==> config.mk <==
export PLATFORM = sky130hd
export DESIGN_NAME = hazard_ctrl
export DESIGN_NICKNAME = d
export VERILOG_FILES = /design/src/rtl/hazard_ctrl.sv
export SDC_FILE = /design/constraint.sdc
export NUM_CORES = 1
export LEC_CHECK = 0
export CORE_MARGIN = 3
export CORE_UTILIZATION = 57
export CTS_CLUSTER_DIAMETER = 100
export CTS_CLUSTER_SIZE = 25
export DETAILED_ROUTE_END_ITERATION = 10
export GPL_ROUTABILITY_DRIVEN = 0
export PLACE_DENSITY = 0.91
export SYNTH_ARGS = -nofsm -noshare
export SYNTH_HDL_FRONTEND = slang
export SYNTH_SLANG_ARGS = --single-unit
==> constraint.sdc <==
create_clock -name clk -period 4.6 [get_ports clk]
set_clock_uncertainty 0.1 [all_clocks]
set_input_delay 0.69 -clock clk [delete_from_list [all_inputs] [get_ports clk]]
set_output_delay 0.69 -clock clk [all_outputs]
set_load 0.1 [all_outputs]
==> src/rtl/hazard_ctrl.sv <==
// Pipeline hazard controller: E/M/W scoreboard shadow, stall and forwarding
// selects for the D and E operands, and the mult/div busy window.
//
// md_state | meaning
// IDLE     | md_cnt = 0; HI/LO is free unless a mult/div sits in E
// BUSY     | md_cnt > 0; a mult/div left E and HI/LO accessors must wait
module hazard_ctrl #(
    parameter int MULT_CYC = 5,
    parameter int DIV_CYC  = 10
) (
    input  logic       clk,
    input  logic       reset,
    input  logic [4:0] rs_D,
    input  logic [4:0] rt_D,
    input  logic [1:0] Tuse_rs_D,
    input  logic [1:0] Tuse_rt_D,
    input  logic [4:0] A3_D,
    input  logic       RegWr_D,
    input  logic [1:0] Tnew_D,
    input  logic       md_start_D,
    input  logic       md_div_D,
    input  logic       md_use_D,
    output logic       stall,
    output logic [1:0] fwd_rs_D,
    output logic [1:0] fwd_rt_D,
    output logic [1:0] fwd_rs_E,
    output logic [1:0] fwd_rt_E,
    output logic       md_busy
);
    localparam int MAXC = (DIV_CYC > MULT_CYC) ? DIV_CYC : MULT_CYC;
    localparam int CW   = $clog2(MAXC + 1);

    typedef enum logic {IDLE, BUSY} md_state_t;

    logic [4:0]  e_a3, e_rs, e_rt, m_a3, w_a3;
    logic        e_wr, m_wr, w_wr, e_md_start, e_md_div;
    logic [1:0]  e_tnew, m_tnew;
    logic [CW-1:0] md_cnt;
    md_state_t   md_state;

    logic [3:0]  near_rs, near_rt;
    logic        stall_rs, stall_rt, stall_md;

    function automatic logic hit(input logic [4:0] r, input logic [4:0] a3, input logic wr);
        return (r != 5'd0) && wr && (a3 == r);
    endfunction

    function automatic logic [1:0] dec_sat(input logic [1:0] t);
        return (t == 2'd0) ? 2'd0 : t - 2'd1;
    endfunction

    // {stage, tnew} of the nearest writer; stage 0 = none. W results are always ready.
    function automatic logic [3:0] nearest(input logic he, input logic hm, input logic hw,
                                           input logic [1:0] te, input logic [1:0] tm);
        if (he)      return {2'd1, te};
        else if (hm) return {2'd2, tm};
        else if (hw) return {2'd3, 2'd0};
        else         return 4'd0;
    endfunction

    function automatic logic [1:0] fwd_e(input logic [4:0] r);
        if (hit(r, m_a3, m_wr))      return (m_tnew == 2'd0) ? 2'd2 : 2'd0;
        else if (hit(r, w_a3, w_wr)) return 2'd3;
        else                         return 2'd0;
    endfunction

    always_comb begin
        near_rs = nearest(hit(rs_D, e_a3, e_wr), hit(rs_D, m_a3, m_wr), hit(rs_D, w_a3, w_wr),
                          e_tnew, m_tnew);
        near_rt = nearest(hit(rt_D, e_a3, e_wr), hit(rt_D, m_a3, m_wr), hit(rt_D, w_a3, w_wr),
                          e_tnew, m_tnew);
        stall_rs = (Tuse_rs_D != 2'd3) && (near_rs[3:2] == 2'd1 || near_rs[3:2] == 2'd2)
                   && (near_rs[1:0] > Tuse_rs_D);
        stall_rt = (Tuse_rt_D != 2'd3) && (near_rt[3:2] == 2'd1 || near_rt[3:2] == 2'd2)
                   && (near_rt[1:0] > Tuse_rt_D);
        fwd_rs_D = (near_rs[1:0] == 2'd0) ? near_rs[3:2] : 2'd0;
        fwd_rt_D = (near_rt[1:0] == 2'd0) ? near_rt[3:2] : 2'd0;
        fwd_rs_E = fwd_e(e_rs);
        fwd_rt_E = fwd_e(e_rt);
    end

    assign md_busy  = (md_state == BUSY) || e_md_start;
    assign stall_md = md_use_D && md_busy;
    assign stall    = stall_rs || stall_rt || stall_md;

    always_ff @(posedge clk or negedge reset) begin
        if (!reset) begin
            e_a3 <= '0; e_wr <= 1'b0; e_tnew <= '0; e_rs <= '0; e_rt <= '0;
            e_md_start <= 1'b0; e_md_div <= 1'b0;
            m_a3 <= '0; m_wr <= 1'b0; m_tnew <= '0;
            w_a3 <= '0; w_wr <= 1'b0;
        end else begin
            w_a3   <= m_a3;
            w_wr   <= m_wr;
            m_a3   <= e_a3;
            m_wr   <= e_wr;
            m_tnew <= dec_sat(e_tnew);
            if (stall) begin
                e_a3 <= '0; e_wr <= 1'b0; e_tnew <= '0; e_rs <= '0; e_rt <= '0;
                e_md_start <= 1'b0; e_md_div <= 1'b0;
            end else begin
                e_a3       <= A3_D;
                e_wr       <= RegWr_D;
                e_tnew     <= Tnew_D;
                e_rs       <= rs_D;
                e_rt       <= rt_D;
                e_md_start <= md_start_D;
                e_md_div   <= md_div_D;
            end
        end
    end

    always_ff @(posedge clk or negedge reset) begin
        if (!reset) begin
            md_state <= IDLE;
            md_cnt   <= '0;
        end else if (e_md_start) begin
            md_state <= BUSY;
            md_cnt   <= e_md_div ? CW'(DIV_CYC) : CW'(MULT_CYC);
        end else if (md_cnt != '0) begin
            md_state <= (md_cnt == CW'(1)) ? IDLE : BUSY;
            md_cnt   <= md_cnt - CW'(1);
        end else begin
            md_state <= IDLE;
        end
    end
endmodule

==> flow_summary.yaml <==
final_layout:
  register_area_um2: 975.9
  finish.instance_area_um2: 2929
  final.fill_count: 250
  final-instance-count-excl-fill: 323
  antenna-diode-count: 0
  post_layout_net_count: 308
  post_route_cells_drive_above_1_share_pct: 17.45
  multi_input_area_um2: 1345
  areaGrowthSynthToFinish_pct: 22.82
cts:
  cts-root-to-sink-buffers: 2
  worstSkewPairLatency_ns: 0.29
  clock-sinks: 39
  clock_tree_from_tritoncts: "built"
  cts_inserted_buffers: 5
  clkSlewWorstSetupHoldPaths_ns: 0.07
  post_cts_buffers: 0
  htree_levels: 2
  cts_root_buf: "sky130_fd_sc_hd__clkbuf_8"
setup_path:
  critical-path-top-cell-by-count: "sky130_fd_sc_hd__nor2b_1"
  reg2reg_setup_slack_ns: 1.68
  critPathMaxFanout: 5
  worstSetupEndpointType: "output port"
  worst_ep_arrival_time_ns: 3.68
  worst_setup_path_start_kind: "primary input"
  critical_path_required_ns: 3.81
  crit_path_max_incr_delay_ns: 0.57
  worst_path_dominant_cell_family: "simple AND/OR/NAND/NOR gates"
  critPathBufInv: 2
  cpMaxStageDelayCell: "sky130_fd_sc_hd__clkdlybuf4s50_1"
  timing.critical_path.cells: "clkdlybuf4s50_1, xnor2_1, nand4_1, nor3_1, nor2b_1, a22o_1, ha_1, nor2b_1, o221a_1, or3b_1, buf_12"
  critical_path_class: "primary input to output port"
global_routing:
  grt.total_usage_pct: 23.99
  grt_remaining_overflow: 0
  grt_max_degree: 40
  grt_first_pass_wirelength_um: 9384
  antenna_violations_before_repair: 0
  first_global_vias: 2008
synth:
  postSynthNetCount: 271
  seq_area_frac_synth_pct: 40.92
  synthTopCellsByCount: "39 x sky130_fd_sc_hd__dfrtp_1, 39 x sky130_fd_sc_hd__xnor2_1, 30 x sky130_fd_sc_hd__nand2_1"
  yosys.area.top_type: "sky130_fd_sc_hd__dfrtp_1"
  synthCells: 237
  synth-main-ff-cell: "sky130_fd_sc_hd__dfrtp_1"
  asyncSetResetFlopFracSynth_pct: 100.0
  ys_warn_count: 0
  synthesis.area_per_instance_um2: 10.06
  yosys-top-cells-area: "sky130_fd_sc_hd__dfrtp_1 41%, sky130_fd_sc_hd__xnor2_1 14%, sky130_fd_sc_hd__nand2_1 4.7%"
  synth_area_um2: 2385
  fraction_of_post_synthesis_cell_area_in_the_top_cell_type_by_area_pct: 40.92
  edff_count_synth: 0
  post_synth_num_cell_types: 39
  synth.ff_latch_count: 39
min_path:
  hold_path_class: "flip-flop to flip-flop"
detailed_routing:
  vias: 1913
  vias_per_cell: 5.923
  drtIter0Drc: 66
  detail_route.first_pass.iterations: 4
  wire_length_after_detailed_routing_um: 5570
  detail_route.wl_per_cell_um: 17.24
  postRouteAntennaNets: 0
  drcViolationCount: 0
floorplanning:
  floorplan.die.width_um: 70.68
  floorplan.io_pins: 37
  placement_rows: 22
  die_outline_area_um2: 4996
  core_um2: 3854
  starting_density_pct: 61.88
  die_h_um: 70.68
power:
  max-vdd-ir-drop_uv: 350.2
  cellPowerDensity_nw_per_um2: 370.6
  leakage_nw: 1.258
placed_design:
  placed_cells: 315
  port-buffer-count: 36
  dpl-instance-area_um2: 2816
  dp_hpwl_um: 4014
timing:
  rsz0062_at_grt: "false"
  tightestPinTransition_ns: 0.9646
  time_the_worst_path_needs_with_i_o_delays_and_setup_ns: 4.474
  drv_slew: 0
  sum_of_negative_setup_slack_ns: 0
  worst_hold_slack_ns: 0.3383
  fmax_ghz: 0.2235
  max_slew_margin_pct: 35.49
  finalCritPeriodShare_pct: 97.25
  setup_viol_count_final: 0
  hold_viol: 0
run_status:
  result_of_the_run: "complete, no violations"
job:
  max-cap-violations: 0
## metrics by stage
stage	power (W)	util (%)	setup slack (ns)
floorplan	0.0007458	-	0.5623
global placement	0.0008440	73.08	0.1980
detailed placement	0.0008603	73.08	0.1322
CTS	0.001081	75.29	0.02830
global route	0.001158	76.01	0.01616
finish	0.001085	76.01	0.1263
## power breakdown
part,total [W],internal [W],switching (W)
clock,0.000221,0.000106,0.000115
sequential,0.000479,0.000402,0.0000770
combinational,0.000385,0.000174,0.000211
## path summary, 6_finish.rpt
kind | start | end | cells after the start
max | rt_D[4] | stall | 11
min | e_wr | m_wr | 0
max reg2reg | m_a3[4] | e_rt[3] | 10
min reg2reg | e_wr | m_wr | 0
max in group asynchronous | reset | w_wr | 1
min in group asynchronous | reset | md_cnt[1] | 1
## routing by layer
| metal | wire length (µm) | part of all wire, % | global-route usage [%] |
|---|---|---|---|
| met5 | 0 | 0 | 0 |
| met4 | 127 | 2.3 | 8.351 |
| met3 | 324 | 5.8 | 5.540 |
| met2 | 2973 | 53 | 42.53 |
| met1 | 2144 | 38 | 28.44 |
## area by class of cell
cell class	instances	share of cell area [%]
Clock inverter	2	0.4272
Timing Repair Buffer	45	15.29
Tap cell	48	2.050
Clock buffer	6	2.478
Sequential cell	39	33.32
Inverter	4	0.5126
Multi-Input combinational cell	179	45.92
## cell families (layout without fill, tap and decap cells)
kind of cell	Yosys count	after routing	share of synthesized area, %
and+or+nand+nor	100	100	24.97
xor gates and xnor gates	51	51	18.73
DFF	39	39	40.92
buffers and inverters	19	57	3.829
AOI/OAI and AO/OA	17	17	6.034
adders and majority gates	7	7	3.672
muxes	4	4	1.836
## sequential cells by signal (all words and copies together) (netlist names), 2 cells and up
name    count
e_rt        5
m_tnew      2
e_rs        5
m_a3        5
e_a3        5
w_a3        5
md_cnt      4
e_tnew      2
## worst register-to-register path, cell delays in order (launching register included)
cell	delay (ns)
sky130_fd_sc_hd__dfrtp_1	0.49
sky130_fd_sc_hd__xnor2_1	0.27
sky130_fd_sc_hd__nand4_1	0.16
sky130_fd_sc_hd__nor3_1	0.32
sky130_fd_sc_hd__nor2b_1	0.26
sky130_fd_sc_hd__a22o_1	0.18
sky130_fd_sc_hd__ha_1	0.23
sky130_fd_sc_hd__nor2b_1	0.13
sky130_fd_sc_hd__o221a_1	0.23
sky130_fd_sc_hd__buf_4	0.23
sky130_fd_sc_hd__nor3_1	0.23
## timing repair
item / in CTS / in global routing
setup endpoints to repair: 0 / 1
gates resized for setup: 0 / 4
hold endpoints to repair: 0 / 0
hold buffers: 0 / 0
## cell usage in the layout, fill, tap and decap left out, types with 2 or more instances in the layout
master,instances
sky130_fd_sc_hd__a22o_1,2
sky130_fd_sc_hd__a22oi_1,4
sky130_fd_sc_hd__and2_1,3
sky130_fd_sc_hd__buf_12,3
sky130_fd_sc_hd__buf_4,11
sky130_fd_sc_hd__clkbuf_8,5
sky130_fd_sc_hd__clkdlybuf4s50_1,30
sky130_fd_sc_hd__dfrtp_1,39
sky130_fd_sc_hd__ha_1,7
sky130_fd_sc_hd__inv_1,4
sky130_fd_sc_hd__mux2_2,3
sky130_fd_sc_hd__nand2_1,30
sky130_fd_sc_hd__nand4_1,8
sky130_fd_sc_hd__nor2_1,4
sky130_fd_sc_hd__nor2_4,2
sky130_fd_sc_hd__nor2b_1,8
sky130_fd_sc_hd__nor3_1,14
sky130_fd_sc_hd__nor3_2,12
sky130_fd_sc_hd__nor4_1,6
sky130_fd_sc_hd__nor4_4,2
sky130_fd_sc_hd__nor4b_1,2
sky130_fd_sc_hd__o2111a_1,2
sky130_fd_sc_hd__o21ai_0,2
sky130_fd_sc_hd__o21ba_2,2
sky130_fd_sc_hd__o221a_1,2
sky130_fd_sc_hd__or2_2,4
sky130_fd_sc_hd__xnor2_1,39
sky130_fd_sc_hd__xor2_1,12
(Power assumes the default switching activity.)
